--- src/rtl/tx_cell_queue.sv ---
// Per-port ATM cell elastic buffer between the rewrite core and one Utopia Tx port.
// Optional feature: define TXQ_HEC_CHECK_EN to drop (and count) captured cells with a bad HEC.
package tx_cell_queue_pkg;

    typedef struct packed {
        logic [11:0]       VPI;
        logic [15:0]       VCI;
        logic [2:0]        PT;
        logic              CLP;
        logic [7:0]        HEC;
        logic [0:47][7:0]  Payload;
    } NNICellType;

    typedef union packed {
        logic [0:52][7:0]  Mem;
        NNICellType        nni;
    } ATMCellType;

endpackage

module tx_cell_queue
    import tx_cell_queue_pkg::*;
#(
    parameter int unsigned Depth = 4,
    parameter int unsigned CntW  = $clog2(Depth + 1)
) (
    input  logic            clk,
    input  logic            reset,
    input  logic            in_valid,
    output logic            in_ready,
    input  ATMCellType      in_cell,
    output logic            out_valid,
    input  logic            out_ready,
    output ATMCellType      out_cell,
    output logic [CntW-1:0] count,
    output logic            full,
    output logic            empty,
    output logic [15:0]     drop_cnt
);

    localparam int unsigned PtrW = $clog2(Depth);

    typedef enum logic { IN_IDLE, IN_ACK }    in_state_e;
    typedef enum logic { OUT_IDLE, OUT_WAIT } out_state_e;

    in_state_e        in_state_q, in_state_d;
    out_state_e       out_state_q, out_state_d;
    logic [PtrW-1:0]  wr_ptr_q, wr_ptr_d;
    logic [PtrW-1:0]  rd_ptr_q, rd_ptr_d;
    logic [CntW-1:0]  count_q, count_d;
    logic             full_q, full_d;
    logic             empty_q, empty_d;
    logic             out_valid_q, out_valid_d;
    ATMCellType       out_cell_q, out_cell_d;
    logic [15:0]      drop_q, drop_d;
    logic             push, pop, drop;
    ATMCellType       mem [Depth];

`ifdef TXQ_HEC_CHECK_EN
    // CRC-8 (x^8 + x^2 + x + 1) over the four header bytes, MSB first, with the 0x55 coset.
    function automatic logic [7:0] hec(input logic [0:3][7:0] hdr);
        logic [7:0] crc;
        logic       fb;
        crc = '0;
        for (int unsigned i = 0; i < 4; i++) begin
            for (int unsigned b = 0; b < 8; b++) begin
                fb  = crc[7] ^ hdr[i][3'(7 - b)];
                crc = {crc[6:0], 1'b0} ^ (fb ? 8'h07 : 8'h00);
            end
        end
        return crc ^ 8'h55;
    endfunction
`endif

    always_comb begin
        in_state_d = in_state_q;
        wr_ptr_d   = wr_ptr_q;
        in_ready   = 1'b0;
        push       = 1'b0;
        drop       = 1'b0;
        unique case (in_state_q)
            IN_IDLE: begin
                in_ready = !full_q;
                if (in_valid && !full_q) begin
                    in_state_d = IN_ACK;
`ifdef TXQ_HEC_CHECK_EN
                    if (hec(in_cell.Mem[0:3]) != in_cell.nni.HEC) drop = 1'b1;
                    else                                         push = 1'b1;
`else
                    push = 1'b1;
`endif
                end
            end
            IN_ACK: begin
                if (!in_valid) in_state_d = IN_IDLE;
            end
            default: in_state_d = IN_IDLE;
        endcase
        if (push) wr_ptr_d = wr_ptr_q + 1'b1;
    end

    always_comb begin
        out_state_d = out_state_q;
        rd_ptr_d    = rd_ptr_q;
        out_valid_d = out_valid_q;
        out_cell_d  = out_cell_q;
        pop         = 1'b0;
        unique case (out_state_q)
            OUT_IDLE: begin
                if (!empty_q && out_ready) begin
                    out_cell_d  = mem[rd_ptr_q];
                    out_valid_d = 1'b1;
                    out_state_d = OUT_WAIT;
                end
            end
            OUT_WAIT: begin
                // The head entry is only retired once the transmitter acknowledges.
                if (!out_ready) begin
                    out_valid_d = 1'b0;
                    rd_ptr_d    = rd_ptr_q + 1'b1;
                    pop         = 1'b1;
                    out_state_d = OUT_IDLE;
                end
            end
            default: out_state_d = OUT_IDLE;
        endcase
    end

    always_comb begin
        count_d = count_q;
        unique case ({push, pop})
            2'b10:   count_d = count_q + 1'b1;
            2'b01:   count_d = count_q - 1'b1;
            default: count_d = count_q;
        endcase
        full_d  = (count_d == CntW'(Depth));
        empty_d = (count_d == '0);
        drop_d  = drop_q;
        if (drop && drop_q != 16'hFFFF) drop_d = drop_q + 16'd1;
    end

    always_ff @(posedge clk or negedge reset) begin
        if (!reset) begin
            in_state_q  <= IN_IDLE;
            out_state_q <= OUT_IDLE;
            wr_ptr_q    <= '0;
            rd_ptr_q    <= '0;
            count_q     <= '0;
            full_q      <= 1'b0;
            empty_q     <= 1'b1;
            out_valid_q <= 1'b0;
            out_cell_q  <= '0;
            drop_q      <= '0;
        end else begin
            in_state_q  <= in_state_d;
            out_state_q <= out_state_d;
            wr_ptr_q    <= wr_ptr_d;
            rd_ptr_q    <= rd_ptr_d;
            count_q     <= count_d;
            full_q      <= full_d;
            empty_q     <= empty_d;
            out_valid_q <= out_valid_d;
            out_cell_q  <= out_cell_d;
            drop_q      <= drop_d;
        end
    end

    always_ff @(posedge clk) begin
        if (push) mem[wr_ptr_q] <= in_cell;
    end

    assign out_valid = out_valid_q;
    assign out_cell  = out_cell_q;
    assign count     = count_q;
    assign full      = full_q;
    assign empty     = empty_q;
    assign drop_cnt  = drop_q;

endmodule

--- config.mk ---
export PLATFORM = sky130hd
export DESIGN_NAME = tx_cell_queue
export DESIGN_NICKNAME = d
export VERILOG_FILES = /design/src/rtl/tx_cell_queue.sv
export SDC_FILE = /design/constraint.sdc
export NUM_CORES = 2
export LEC_CHECK = 0
export BUFFER_PORTS_ARGS = -buffer_cell sky130_fd_sc_hd__buf_2
export CAP_MARGIN = 0
export CORE_UTILIZATION = 61
export DETAILED_ROUTE_END_ITERATION = 8
export PLACE_DENSITY_LB_ADDON = 0.25
export SLEW_MARGIN = 20
export SYNTH_ARGS = -nofsm -noshare
export SYNTH_HDL_FRONTEND = slang
export SYNTH_SLANG_ARGS = --single-unit
--- constraint.sdc ---
create_clock -name clk -period 19.79 [get_ports clk]
set_clock_uncertainty 0.05 [all_clocks]
set_input_delay 0.9895 -clock clk [delete_from_list [all_inputs] [get_ports clk]]
set_output_delay 0.9895 -clock clk [all_outputs]
set_load 0.005 [all_outputs]
; ---- Yosys cells after proc, flatten, opt, wreduce, memory -nomap -nowiden
; Memory sizes are Yosys's and may differ from the RTL's. A register that Yosys moved wholly into a read port is not among the register bits.
; Index checks and enable logic that the tools add are counted.
[totals]
ff_bits = 12
ramBits = 1696
elab_cells = 46
mem_count = 1
[memory_table]
columns = memory, depth, word_bits, rd, rd_clocked_by_memory_dff, write_ports, line
row1 = mem, 4, 424, 1, 1, 1, 57  ; ATMCellType mem [Depth];
[classes]
add_sub_neg = 4
n_eq_ne = 5
mux = 16
n_bitwise = 3
reduce_logical = 9
[op_table]
columns = op, n
row1 = 1-bit two-way mux, 12
row2 = 1-bit one-hot mux with 2 select lines, 3
row3 = 3-bit one-hot mux with 2 select lines, 1
row4 = 2-bit AND reduction, 3
row5 = "2-bit by 1-bit adder with 2-bit output, second input constant", 2
row6 = "2-bit != test, second input constant", 2
row7 = "3-bit by 1-bit adder with 3-bit output, second input constant", 1
row8 = "3-bit equality test, second input constant", 1
row9 = 1-bit zero test, 3
row10 = 3-bit zero test, 1
row11 = 1-bit inverter, 3
row12 = "3-bit by 1-bit subtractor with 3-bit output, second input constant", 1
row13 = "2-bit by 1-bit equality test with 1-bit output, second input constant", 1
row14 = "2-bit equality test, second input constant", 1
row15 = 1-bit logical AND, 2

; ---- Longest topological paths before layout
[logic_depth]
depth_word = 7
mapped_depth = 8

; ---- Worst setup path before layout
; No wires, ideal clock.
[synth_timing]
kind = input -> register
start = input in_valid
end = memory mem[0][0] (netlist name), enable pin
setup_ns = 0.847
t_arrival_ns = 10.616
required_ns = 18.893
setup_slack_ns = 8.278
stages = 1
cell_sequence = and3_1
[synth_between]
elab_chain_cells = 5
[synth_rtl]
columns = item, line
row1 = from (decl), 29  ; input logic in_valid,
row2 = 1-bit logical AND, 84  ; if (in_valid && !full_q) begin
row3 = 1-bit two-way mux, 84
row4 = 1-bit two-way mux, 81  ; unique case (in_state_q)
row5 = 1-bit two-way mux, 169  ; if (push) mem[wr_ptr_q] <= in_cell;
row6 = 1-bit two-way mux (not written as such), 169
row7 = to (decl), 57
; No other way between the ends.

; ---- Worst setup path in the final report
[layout_timing]
start = register in_state_q
end = memory mem[2][213] (netlist name), enable pin
[layout_between]
elab_chain_cells = 3
[layout_rtl]
columns = item, line
row1 = from (decl), 46  ; in_state_e in_state_q, in_state_d;
row2 = from (signal assigned), 155  ; in_state_q <= in_state_d;
row3 = 1-bit two-way mux, 81
row4 = 1-bit two-way mux, 169
row5 = 1-bit two-way mux (not written as such), 169
; No other way between the ends.

==> results.md <==
* VDD IR max at 0.1127 mV
* Hold Crit Class: primary input to asynchronous set/reset pin
* H-tree Lvls at 4
* RSZ-0062 raised after global routing: false
* Synth area leader: edfxtp_1
* Drt drc at 0
* CTS tree: built
* Register area share after synthesis at 79.69%
* Setup CP Type: register to register
* R2R cell count at 5
* Layout cells sized above 1 at 24.11%
* Final hold viol count at 0
* Root Buffer: clkbuf_16
* Slew HR at 22.17%
* Area grow syn2layout at 15.81%
* Vias in the first global route at 41130
* Sw frac at 29.23%
* Seq cells post-synth at 2132
* Initial antenna violation count at 107
* Clk Latency, worst-skew pair at 790 ps
* Psw at 3801 uW
* WL per Instance at 25.83 um
* Top cell type's share of synthesized area at 65.63%
* Clock network fraction of total power at 29.6%
* All-Layer GR Usage at 26.89%
* Post-Synth Adder-Cell Area at 0.1064%
* Post-route cell area at 0.08988 mm2
* Library cells used by synthesis at 34
* Crit path buffers/inverters at 3
* Internal cell power at 9204 uW
* Sequential share of power at 47.1%
* Commonest non-fill, non-tap cell in the layout: edfxtp_1
* Critical path startpoint category: register
* Clk sinks at 2132
* Outcome: completed
* Post-synthesis xor/xnor area fraction at 0.06772%
* Initial core utilization at 61.64%
* Synth area leaders: edfxtp_1, dfrtp_1, mux2i_1
* Initial drt markers at 3687
* Crit-path leading delay family: buffers and inverters
* CP dominant cell by count: buf_4
* Slowest CP cell: and3_4
* Port Buffers at 858
* Max Freq at 209.2 MHz
* CTS Buffer Depth at 3
* Syn Inst Count at 4127
* I/O pin total at 875
* Num CTS Buffers at 199
* Comb pwr share at 23.3%
* Core Area at 0.1259 mm2
* Worst slew pin tran at 1167 ps
* Multi-input logic area at 0.01426 mm2
* Crit-path max FO at 59
* Most frequent cells in the layout: edfxtp_1, buf_2, mux2i_1
* Vias per cell at 5.985
* Fin crit share at 24.15%
* Die extent in x at 358.7 um
* Leak Pwr at 0.03502 uW
* Final nets at 5436
* RR Endpoint: mem[2][213]
* R2R setup slack at 15010 ps
* Post-synthesis cell area at 0.07760 mm2
* CTS clk-pin slew, worst paths at 70 ps
* Arrival time worst endpoint at 5130 ps
* Final setup violation count at 0
* Routability cong. at 0.8097
* FILL cells at 7634
* Crit path time final at 4780 ps
* Post-synthesis mux area share at 10.97%
* Worst setup EP type: register
* Die Footprint at 0.1287 mm2
* Post-Synth Simple-Gate Area at 2.188%
* Routed WL at 177900 um
* Final Max Tran Viols at 0
* Hold Buf Count CTS at 0
* PostCTS Resize Cnt at 0
* First-pass iteration count of the detailed router at 6
* Pwr/cell area at 144.7 mW/mm2
* Post-CTS Repair Setup Buffers at 0
* Post-layout util at 71.39%
* First-pass GRT wire length at 255600 um
* Die height at 358.7 um
* Crit-path cells: nor2_1 -> and3_4 -> buf_4 -> buf_4 -> buf_4
* Post-route antenna net violation count at 0
* Yosys warns at 0
* Setup TNS at 0 ps
* Gr ovfl total at 0
* Via count at 41210
* Synth Area in Compound Gates at 4.919%
* Avg Cell Area, Syn at 18.80 um2
* Max-cap violations at 0
* Required @ worst endpoint at 20140 ps
* Largest family of logic cells by synthesized area: multiplexers
* Placed Area at 0.08301 mm2
* Reg area at 0.06184 mm2
* Worst R2R Start: in_state_q
* Fin Hold WS at 60.55 ps
* # rows at 130
* Detail Placement HPWL at 102300 um
* Largest net degree at the start of global routing at 168
* Max incr delay on CP at 920 ps
-- logic make-up (layout without fill, tap and decap cells) --
kind of cell             Yosys count  after routing
AO/OA/AOI/OAI                    430            430
XOR/XNOR                           6              6
adder cells (fa/ha/maj)            6              6
buffers and inverters            260           1295
flip-flops                      2132           2132
multiplexers                     850            850
other                              1             75
AND/OR/NAND/NOR                  442            442
-- per-stage QoR --
stage	instances	total power (uW)	setup slack, ps
after detailed placement	6451	9217	14660
after global routing	6865	13520	14840
after floorplan	4142	8238	8278
after CTS	6827	13070	14950
after global placement	6451	9122	14650
final	6886	13010	15010
-- worst register-to-register path: stages, from the launching register on --
cell	delay (ps)
dfrtp_1	420
nor2_1	390
and3_4	920
buf_4	830
buf_4	840
buf_4	880
-- synthesized netlist by cell type (all sizes together) --
master  instances
nor3            2
xor2            1
edfxtp       1696
dfrtp         435
fa              1
nand3           1
inv             7
a21oi           2
conb            1
o21a            1
a31o            1
nand4           1
buf           183
nor2            3
nor4bb          1
nor3b           1
ha              5
and2            1
clkbuf         70
mux2            2
and3            4
nand2         425
xnor2           5
or2             1
a21boi          2
or3b            1
dfstp           1
mux2i         848
o221ai        424
nor2b           1
-- worst max path at each step --
stage,slack (ps),cells after the start,to,startpoint
after CTS,14950,5,mem[2][27],in_state_q
after floorplan,8280,1,mem[0][0],in_valid
after global placement,14650,5,mem[2][213],in_valid
after global routing,14840,5,mem[2][40],full
final,15010,5,mem[2][213],in_state_q
after detailed placement,14660,5,mem[2][213],in_valid
-- area by class of cell --
class	instances	share of cell area, %
multi-input combinational	1750	15.86
inverter	7	0.02923
timing repair buffer	912	5.365
sequential	2132	68.81
clock buffer	278	6.402
tap	1650	2.297
clock inverter	98	1.071
antenna	59	0.1643
-- state kept, by name, summed over array words and instances, names as in the netlist --
| name | count |
|---|---|
| wr_ptr_q | 2 |
| out_cell | 424 |
| empty | 1 |
| out_valid | 1 |
| in_state_q | 1 |
| count | 3 |
| full | 1 |
| rd_ptr_q | 2 |
| mem | 1696 |
| out_state_q | 1 |
-- power groups by stage --
stage | Clock [uW] | Combinational [uW] | Sequential (uW)
6_report | 3860 | 3030 | 6120
5_1_grt | 4070 | 3250 | 6200
4_1_cts | 3910 | 3050 | 6120
3_5_place_dp | 0 | 3020 | 6200
3_3_place_gp | 0 | 2960 | 6170
2_1_floorplan | 0 | 1860 | 6380
-- metal layers --
layer	global-route usage [%]	routed length (um)	vias up
li1	-	-	18140
met1	32.94	65240	21000
met2	42.99	88010	1591
met3	8.766	16450	414
met4	13.84	7730	66
met5	0	453	-
Power figures use the tool's default switching activity.
